==> src/rtl/free_list_pkg.sv <==
// Shared rename constants for the explicit-renaming core.
//   PHYS_REG_BITS   : width of a physical register index
//   ARCH_REG_BITS   : width of an architectural register index
//   NUM_ARCH_REGS   : architectural registers, mapped to phys 0..N-1 at reset
//   FREE_LIST_DEPTH : registers left over for renaming
package free_list_pkg;

  localparam int PHYS_REG_BITS   = 6;
  localparam int ARCH_REG_BITS   = 5;
  localparam int NUM_ARCH_REGS   = 32;
  localparam int NUM_PHYS_REGS   = 2 ** PHYS_REG_BITS;
  localparam int FREE_LIST_DEPTH = NUM_PHYS_REGS - NUM_ARCH_REGS;

endpackage

==> src/rtl/free_list.sv <==
// Circular list of free physical register indices.
// Dispatch takes the head entry (show-ahead on pd_alloc). Commit appends the
// stale mapping at the tail and advances commit_head. A branch flush moves
// head back to commit_head, returning every speculative allocation at once.
//
// Ports:
//   clk                  : clock, all state on posedge
//   rst                  : synchronous active-high reset
//   alloc_req            : dispatch consumes pd_alloc this cycle
//   pd_alloc             : head entry, '0 when empty
//   empty                : no free register available
//   commit_we            : commit returns pd_free to the list
//   pd_free              : stale physical register being released
//   global_branch_signal : mispredict flush
//   free_count           : number of free entries
module free_list #(
  parameter int PHYS_REG_BITS = free_list_pkg::PHYS_REG_BITS,
  parameter int NUM_ARCH_REGS = free_list_pkg::NUM_ARCH_REGS,
  parameter int DEPTH         = free_list_pkg::FREE_LIST_DEPTH
) (
  input  logic                     clk,
  input  logic                     rst,
  input  logic                     alloc_req,
  output logic [PHYS_REG_BITS-1:0] pd_alloc,
  output logic                     empty,
  input  logic                     commit_we,
  input  logic [PHYS_REG_BITS-1:0] pd_free,
  input  logic                     global_branch_signal,
  output logic [$clog2(DEPTH):0]   free_count
);

  localparam int IDX_W = $clog2(DEPTH);
  localparam int PTR_W = IDX_W + 1;

  logic [PHYS_REG_BITS-1:0] mem [DEPTH];
  logic [PTR_W-1:0]         head;
  logic [PTR_W-1:0]         tail;
  logic [PTR_W-1:0]         commit_head;

  logic full;
  logic do_alloc;
  logic do_commit;

  assign free_count = tail - head;
  assign empty      = (free_count == '0);
  // Same slot, opposite lap: the tail is a full lap ahead of the head.
  assign full       = (tail[IDX_W-1:0] == head[IDX_W-1:0]) &&
                      (tail[IDX_W] != head[IDX_W]);
  assign pd_alloc   = empty ? '0 : mem[head[IDX_W-1:0]];

  // A flush discards this cycle's dispatch; a commit into a full list has
  // nowhere to go and is dropped.
  assign do_alloc  = alloc_req && !empty && !global_branch_signal;
  assign do_commit = commit_we && !full;

  always_ff @(posedge clk) begin
    if (rst) begin
      for (int i = 0; i < DEPTH; i++) begin
        mem[i] <= PHYS_REG_BITS'(NUM_ARCH_REGS + i);
      end
      head        <= '0;
      commit_head <= '0;
      tail        <= {1'b1, {IDX_W{1'b0}}};
    end else begin
      if (do_commit) begin
        mem[tail[IDX_W-1:0]] <= pd_free;
        tail                 <= tail + 1'b1;
        commit_head          <= commit_head + 1'b1;
      end
      // Tail never overtakes commit_head, so the slots between commit_head
      // and head still hold the speculatively allocated registers.
      if (global_branch_signal) begin
        head <= do_commit ? commit_head + 1'b1 : commit_head;
      end else if (do_alloc) begin
        head <= head + 1'b1;
      end
    end
  end

endmodule

==> config.mk <==
export PLATFORM = sky130hd
export DESIGN_NAME = free_list
export DESIGN_NICKNAME = d
export VERILOG_FILES = /design/src/rtl/free_list_pkg.sv /design/src/rtl/free_list.sv
export SDC_FILE = /design/constraint.sdc
export NUM_CORES = 1
export LEC_CHECK = 0
export CAP_MARGIN = 30
export CORE_MARGIN = 5
export CORE_UTILIZATION = 30
export DETAILED_ROUTE_END_ITERATION = 7
export HOLD_SLACK_MARGIN = 0.12
export MAX_ROUTING_LAYER = met4
export PLACE_DENSITY = 0.46
export SYNTH_ARGS = -nofsm -noshare
export SYNTH_HDL_FRONTEND = slang
export SYNTH_SLANG_ARGS = --single-unit
==> constraint.sdc <==
create_clock -name clk -period 3.46 [get_ports clk]
set_clock_uncertainty 0.05 [all_clocks]
set_input_delay 0.519 -clock clk [delete_from_list [all_inputs] [get_ports clk]]
set_output_delay 0.519 -clock clk [all_outputs]
set_load 0.02 [all_outputs]
==> results.tsv, run 1 <==
stage	metric	value	unit
outcome	status	completed	
floorplanning	core	33500	µm²
synth	synth_xor_area_frac	0.0154	
sta	min_period	3.31	ns
clocking	cts_tree	yes	
sta	grt_setup_unrepaired	false	
detailed_routing	vias	6392	
synth	yosys.area_share.simple	0.166	
worst_setup_path	crit_chain	inv_1, ha_1, fa_2, nand2b_1, a21oi_1, xor2_1, nor4_2, nand2_2, inv_8, buf_12, nor2_1, clkbuf_2	
placement	gp_routability_congestion	0.767	
detailed_routing	post_drt_wl_per_cell	21.6	µm
global_routing	grt_pass1_wl	42600	µm
worst_setup_path	crit_start	tail[0]	
clocking	clock_latency	0.51	ns
worst_setup_path	worst_ep_arrival_time	2.74	ns
clocking	h-tree-depth	1	
global_routing	grt_pass1_vias	6705	
layout	drive_gt1_frac	0.200	
worst_setup_path	crit_buf_inv	4	
detailed_routing	drc	0	
synth	synth_edf_count	192	
clocking	cts.sinks	215	
worst_setup_path	r2r_setup_slack	0.57	ns
synth	synth_cells	780	
detailed_routing	ant_nets	0	
power_and_ir_drop	power.density	581	nW/µm²
synth	synth_mux_area_frac	0.129	
sta	setup_viol	0	
detailed_routing	dr.pass1.iters	5	
synth	synth_cell_types	50	
clocking	cts_buffers	25	
worst_hold_path	hold_depth	2	
layout	syn_to_final_growth	15.7	%
synth	synth-seq-cells	215	
worst_setup_path	worstSetupEndpointType	output port	
placement	place.port_buffers	23	
run	max-cap-violations	0	
worst_setup_path	crit_type	flop to output port	
global_routing	grtUsageTotal	0.149	
clocking	cts_hold_buf	0	
synth	synth.avg_cell_area	13.1	µm²
worst_setup_path	critPathRequiredTime	2.89	ns
synth	synthFlopType	edfxtp_1	
global_routing	overflow	0	
worst_setup_path	crit_cells	12	
global_routing	grt_max_degree	51	
layout	multiInputGateArea	3630	µm²
synth	synth_fa_ha_area_frac	0.0154	
sta	slew_headroom	0.476	
floorplanning	die_w	195	µm
synth	syn_area	10200	µm²
sta	tns	0	ns
floorplanning	die_area	37800	µm²
clocking	cts_buffer_depth	3	
floorplanning	chipHeight	195	µm
detailed_routing	first_iter_violations	429	
floorplanning	placementRows	67	
worst_setup_path	worstReg2RegStart	head[2]	
sta	period_share	0.958	
layout	final_common_cell	edfxtp_1	
synth	synth-compound-area-share	0.0288	
global_routing	antenna_found_initial	1	
synth	syn_nets	803	
worst_setup_path	cp-start-kind	flop	
detailed_routing	wirelength	27400	µm
layout	ff_latch_area	6230	µm²
synth	yosys_warnings	0	
layout	final_nets	825	
sta	worstMarginPinSlew	0.784	ns
power_and_ir_drop	ir_drop	0.419	mV
sta	clock.fmax	302	MHz
synth	synth.yosys.seq_area_share	0.610	
sta	whs	0.529	ns
synth	synth_top_family_by_area	simple AND/OR/NAND/NOR gates	
layout	diodes	0	
placement	hpwl	17500	µm
synth	async_flop_share	0	
worst_setup_path	cp_slowest_cell	fa_2	
sta	slew_viol_final	0	
floorplanning	ioPinCount	24	
floorplanning	start_util	0.305	
worst_setup_path	path_max_fanout	7	
power_and_ir_drop	p_leak	0.00346	µW
layout	final.fill_count	3341	
sta	hold_violations	0	
layout	layout_common_cells	192 x edfxtp_1, 83 x nor2_1, 60 x nand2_1	
worst_setup_path	cp_slowest_stage_delay	0.35	ns
worst_setup_path	regToRegEndpoint	mem[8][2]	
clocking	cts_root_buf	clkbuf_16	
worst_setup_path	crit_family	simple AND/OR/NAND/NOR gates	
detailed_routing	vias_per_cell	5.04	
clocking	cts.clk_slew.worst_paths	0.06	ns
worst_setup_path	cp-endpoint	pd_alloc[3]	
worst_hold_path	hp-class	flop to flop	
worst_setup_path	reg2reg_depth	9	
report_power, final:
part           switching (µW)  total [µW]  internal [µW]
Combinational             865        1540            676
Clock                    1040        2390           1350
Sequential               44.3        2940           2900
Total                    1950        6870           4920
cells by family after synthesis:
logic type,Yosys count
adders and majority gates,12
buffers and inverters,90
muxes,63
DFF,215
xor gates and xnor gates,18
and+or+nand+nor,341
AOI/OAI and AO/OA,41
sequential cells by signal, indices dropped and copies added (netlist names), named ones only:
name,flops
tail,6
head,6
mem,192
commit_head,6
cell usage after synthesis (11+ instances only):
cell type    n  area (µm²)
edfxtp_1   192        5770
nor2_1      83         312
nand2_1     60         225
nand3_1     56         280
mux4_2      55        1240
clkbuf_1    46         173
nor3_1      34         170
or3_1       34         213
nand2b_1    28         175
dfxtp_1     23         460
inv_1       16        60.1
or2_2       14        87.6
buf_2       13        65.1
a21oi_1     11        55.1
buf_1       11        41.3
ha_1        11         138
layout make-up:
class | count | share of cell area
Sequential cell | 215 | 0.527
Clock inverter | 11 | 0.00466
Timing Repair Buffer | 68 | 0.0509
Tap cell | 448 | 0.0474
Clock buffer | 34 | 0.0566
Multi-Input combinational cell | 475 | 0.307
Inverter | 17 | 0.00603
per-layer routing:
metal  track usage  routed length [µm]  up-vias
li1              -                   -     2942
met1         0.211               12900     3246
met2         0.223               12500      165
met3        0.0289                1400       39
met4        0.0344                 633        0
met5             -                   0        -
per-stage QoR:
stage | instances | power, µW | util | instance area (µm²) | worst slack, ns
5_1_grt | 1268 | 7170 | 0.353 | 11800 | 0.0145
3_3_place_gp | 1220 | 4560 | 0.330 | 11100 | 0.0692
6_report | 1268 | 6870 | 0.353 | 11800 | 0.147
2_1_floorplan | 780 | 3920 | - | 10200 | 0.398
3_5_place_dp | 1220 | 4540 | 0.330 | 11100 | 0.0293
4_1_cts | 1267 | 6950 | 0.353 | 11800 | 0.00250
worst min-delay path: stages (launching register included):
cell and delay (ns):
dfxtp_1 0.35, xor2_1 0.11, nor2_1 0.09
worst min-delay path by stage:
stage / startpoint / to / slack (ns)
floorplan: commit_head[4] / commit_head[4] / 0.45
global placement: commit_head[4] / commit_head[4] / 0.49
detailed placement: commit_head[4] / commit_head[4] / 0.50
CTS: commit_head[4] / commit_head[4] / 0.53
global route: commit_head[5] / commit_head[5] / 0.55
finish: commit_head[4] / commit_head[4] / 0.53
repair_timing:
action	in CTS	in global routing
buffers inserted	2	1
pin swaps	1	0
setup endpoints to repair	8	7
gates resized for setup	17	11
No activity file was read; power rests on OpenSTA's default activity.
==> run 2, diff against run 1 <==
--- a/config.mk
+++ b/config.mk
@@ -12,6 +12,7 @@
 export HOLD_SLACK_MARGIN = 0.12
 export MAX_ROUTING_LAYER = met4
 export PLACE_DENSITY = 0.46
+export SKIP_CTS_REPAIR_TIMING = 1
 export SYNTH_ARGS = -nofsm -noshare
 export SYNTH_HDL_FRONTEND = slang
 export SYNTH_SLANG_ARGS = --single-unit
==> run 2 against run 1 <==
Against the previous run: sequential cell count did not move; critical path depth fell by 4; critical endpoint is now pd_alloc[5]; sequential power barely moved; final area rose by 0.29%; first-iteration DRC count rose by 3.0%; total power rose by 0.30%; count of clock-buffer cells in the layout did not move; utilization rose by 0.10 points; global-route usage did not move; clock power barely moved; die area did not move.
==> results.tsv, run 2 (synthesis gave the netlist of run 1 again) <==
stage	metric	value	unit
sta	period_share	0.967	
worst_setup_path	critPathRequiredTime	2.89	ns
global_routing	grt_pass1_vias	6699	
floorplanning	start_util	0.305	
placement	place.port_buffers	23	
floorplanning	placementRows	67	
sta	slew_headroom	0.455	
worst_setup_path	path_max_fanout	20	
floorplanning	chipHeight	195	µm
sta	clock.fmax	299	MHz
power_and_ir_drop	power.density	582	nW/µm²
placement	hpwl	17500	µm
detailed_routing	vias	6335	
detailed_routing	drc	0	
layout	layout_common_cells	192 x edfxtp_1, 83 x nor2_1, 60 x nand2_1	
worst_setup_path	cp_slowest_stage_delay	0.52	ns
power_and_ir_drop	p_leak	0.00352	µW
floorplanning	die_area	37800	µm²
detailed_routing	first_iter_violations	442	
global_routing	antenna_found_initial	0	
global_routing	overflow	0	
clocking	cts_tree	yes	
clocking	cts_root_buf	clkbuf_16	
global_routing	grt_busiest_layer	met2	
sta	hold_violations	0	
clocking	cts_buffers	25	
detailed_routing	ant_nets	0	
layout	syn_to_final_growth	16.1	%
layout	final.fill_count	3334	
worst_setup_path	reg2reg_depth	9	
placement	placed_cells	1220	
worst_setup_path	crit_chain	buf_12, buf_4, mux4_2, mux2i_1, a211oi_1, a21oi_1, nor2_1, dlymetal6s2s_1	
outcome	status	completed	
sta	min_period	3.35	ns
sta	tns	0	ns
sta	setup_viol	0	
worst_setup_path	worstSetupEndpointType	output port	
layout	ff_latch_area	6230	µm²
clocking	cts_buffer_depth	3	
global_routing	grt_pass1_wl	42600	µm
layout	largest_reg_flops	192	
worst_setup_path	crit_type	flop to output port	
detailed_routing	dr.pass1.iters	4	
placement	gp_routability_congestion	0.767	
worst_setup_path	crit_cells	8	
global_routing	grt_use_met3	0.0289	
clocking	h-tree-depth	1	
global_routing	grtUsageMet1	0.211	
worst_setup_path	crit_buf_inv	3	
worst_setup_path	worst_ep_arrival_time	2.78	ns
detailed_routing	vias_per_cell	5.00	
layout	final_nets	824	
global_routing	grtUsageTotal	0.149	
layout	top_register	mem	
layout	final_cells	1267	
layout	diodes	0	
clocking	cts.sinks	215	
detailed_routing	wirelength	27500	µm
floorplanning	die_w	195	µm
global_routing	grt_max_degree	51	
layout	final_common_cell	edfxtp_1	
clocking	clock_latency	0.51	ns
worst_setup_path	cp_slowest_cell	mux4_2	
worst_hold_path	hp-class	flop to flop	
sta	slew_viol_final	0	
sta	worstMarginPinSlew	0.816	ns
floorplanning	core	33500	µm²
clocking	cts.clk_slew.worst_paths	0.06	ns
detailed_routing	post_drt_wl_per_cell	21.7	µm
run	max-cap-violations	0	
sta	whs	0.528	ns
worst_setup_path	crit_family	multiplexers	
layout	multiInputGateArea	3630	µm²
floorplanning	ioPinCount	24	
worst_setup_path	cp-start-kind	flop	
global_routing	grtUsageMet2	0.223	
layout	drive_gt1_frac	0.194	
power_and_ir_drop	ir_drop	0.420	mV
worst_hold_path	hold_depth	2	
## run 2: path summary, 6_finish.rpt
check                   endpoint           start  slack [ns]
setup / recovery     pd_alloc[5]            flop        0.11
hold / removal    commit_head[4]  commit_head[4]        0.53
setup reg to reg       mem[8][2]         head[2]        0.57
hold reg to reg   commit_head[4]  commit_head[4]        0.53
## run 2: worst reg2reg max path: cells and delay by family, from the launching register on
| kind | cells | cell delay (ns) |
|---|---|---|
| and+or+nand+nor | 5 | 1.18 |
| AOI/OAI and AO/OA | 1 | 0.29 |
| buffers and inverters | 2 | 0.35 |
| adders and majority gates | 1 | 0.38 |
| DFF | 1 | 0.36 |
## run 2: area by class of cell
type,instances,share of cell area
sequential,215,0.526
multi-input combinational,475,0.307
clock buffer,34,0.0565
timing repair buffer,67,0.0532
tap,448,0.0473
inverter,17,0.00602
clock inverter,11,0.00464
## run 2: per-layer routing
layer	wire length [µm]	vias up
met5	0	-
met4	683	0
met1	12900	3223
li1	-	2937
met3	1330	41
met2	12500	134
## run 2: where the power goes
part	total (µW)	internal (µW)	switching (µW)
registers	2940	2900	44.3
clock network	2390	1350	1050
logic	1560	692	865
total	6890	4940	1950
## run 2: metrics by stage
stage                      util  setup WS [ns]  total power (µW)  area [µm²]
after global placement    0.330         0.0692              4560       11100
after global routing      0.354       -0.00774              7190       11900
after floorplan               -          0.398              3920       10200
after detailed placement  0.330         0.0293              4540       11100
final                     0.354          0.114              6890       11900
after CTS                 0.352         -0.523              6940       11800
==> run 3, diff against run 2 <==
--- a/config.mk
+++ b/config.mk
@@ -13,6 +13,7 @@
 export MAX_ROUTING_LAYER = met4
 export PLACE_DENSITY = 0.46
 export SKIP_CTS_REPAIR_TIMING = 1
+export SLEW_MARGIN = 20
 export SYNTH_ARGS = -nofsm -noshare
 export SYNTH_HDL_FRONTEND = slang
 export SYNTH_SLANG_ARGS = --single-unit
==> results of run 3 <==
The final DEF is identical to that of run 2; final timing and power are the same.
==> RTL edit: new RTL, settings of run 2 <==
Register the output `free_count`; this adds one clock of latency there. The other outputs are not delayed to match.
--- a/src/rtl/free_list.sv
+++ b/src/rtl/free_list.sv
@@ -34,2 +34,4 @@
 
+  logic [$clog2(DEPTH):0] free_count_d;
+
   logic [PHYS_REG_BITS-1:0] mem [DEPTH];
@@ -43,4 +45,4 @@
 
-  assign free_count = tail - head;
-  assign empty      = (free_count == '0);
+  assign free_count_d = tail - head;
+  assign empty      = (free_count_d == '0);
   // Same slot, opposite lap: the tail is a full lap ahead of the head.
@@ -79,2 +81,6 @@
 
+  always_ff @(posedge clk) begin
+    free_count <= free_count_d;
+  end
+
 endmodule
Check against the original RTL: not equivalent (a bounded check fails within 4 cycles, from zero or initial values and one cycle with rst high).
==> RTL edit against run 2 <==
Count of clock-buffer cells in the layout fell by 3. Wire length is 3.0% higher. Area after synthesis increased by 1.2%. Worst setup slack better by 0.045 ns. Synthesized cell count is 0.77% higher. Via count up 2.0%. Sequential cell count increased by 6. Cell area up 2.2%. Power shrank 2.0%. Largest cell class unchanged. Highest routed layer unchanged.
==> RTL edit: results (changes against run 2) <==
Drt
The mean routed wirelength per cell was 22.0 um (was 21.7 um). The detailed-route wire length on metal 1 is 13100 um (was 12900 um). The number of DRC markers after the initial detailed-route iteration is 540 (was 442). The routed length on met3 is 1240 um (was 1330 um). The total number of vias came to 6464 (was 6335).

The sum of met2 wire segment lengths after detailed routing is 13400 um (was 12500 um).

Yosys
The number of instances in the synthesized netlist is 786 (was 780). The number of distinct standard cells referenced by the synthesized netlist came to 43 (was 50). The sequential cell area fraction in the yosys report is 0.614 (was 0.610). The number of flops mapped to enable cells by yosys is 192 (unchanged). The post-synthesis net count is 809 (was 803). Most frequent cells after synthesis: edfxtp_1 (192), nor2_1 (79), nand2_1 (59) (was edfxtp_1 (192), nor2_1 (83), nand2_1 (60)).

Place
The routability congestion estimate from global placement is 0.764 (was 0.767). The detailed placement HPWL is 18000 um (was 17500 um).

Worst setup path
The maximum fanout along the worst path is 13 (was 20). The worst flop-to-flop path startpoint is head[3] (was head[2]). The worst path arrival time is 2.73 ns (was 2.78 ns).

Global route
The global routing usage summed across all routing layers is 0.151 (was 0.149). The largest net degree at the start of global routing came to 53 (was 51). The number of antenna violations at the first check in global routing is 1 (was 0). The wire length of the first global-routing pass is 43000 um (was 42600 um).

Layout
The number of standard cells in the layout, taps in and fillers out is 1288 (was 1267). The layout net count is 836 (was 824). The fraction of final layout cells with drive strength greater than 1 was 0.220 (was 0.194). The count of filler cells inserted in the layout came to 3348 (was 3334).

Worst hold path
The hold path startpoint was commit_head[5] (was commit_head[4]).

Power and ir drop
The static leakage was 3.56 nW (was 3.52 nW). The worst ir drop on vdd is 387 uV (was 420 uV).

CTS
The CTS buffer count came to 26 (was 25).

Outcome
Status: finished clean (unchanged).

Timing
The remaining max-slew budget at the tightest pin is 0.430 (was 0.455).
-- RTL edit: power breakdown --
group | internal [mW] | leakage (nW) | total (mW) | switching, mW
registers | 2.99 | 1.83 | 3.04 | 0.0543
clock network | 1.53 | 0.397 | 2.65 | 1.12
logic | 0.454 | 1.34 | 1.07 | 0.612
total | 4.97 | 3.56 | 6.75 | 1.78
-- RTL edit: path summary, 6_finish.rpt --
check | endpoint | slack [ns] | cells past startpoint
setup / recovery | pd_alloc[1] | 0.16 | 6
hold / removal | commit_head[5] | 0.46 | 2
setup reg to reg | mem[18][4] | 0.64 | 11
hold reg to reg | commit_head[5] | 0.46 | 2
-- RTL edit: worst max-delay path, cell delays in order, from the launching register on --
cell	delay [ns]
dfxtp_4	0.49
buf_12	0.21
mux4_2	0.57
mux4_2	0.50
a21oi_1	0.21
nor2_1	0.06
buf_4	0.16
-- RTL edit: logic make-up after synthesis --
group,after synthesis,synth area share
fa+ha+maj,12,0.0153
mux,62,0.127
flops,221,0.614
xor+xnor,17,0.0144
buf+inv,90,0.0354
compound gates,48,0.0329
simple gates,336,0.161
-- RTL edit: layer usage --
metal	global-route usage	up-vias
li1	-	2990
met1	0.210	3272
met2	0.238	163
met3	0.0228	39
met4	0.0272	0
met5	-	-
-- RTL edit: final cells by class --
type                            instances  area [um2]  area share
Timing Repair Buffer                   71         641      0.0529
Clock inverter                         17         144      0.0119
Multi-Input combinational cell        475        3670       0.303
Clock buffer                           31         669      0.0552
Sequential cell                       221        6350       0.524
Tap cell                              455         569      0.0470
Inverter                               18        67.6     0.00558
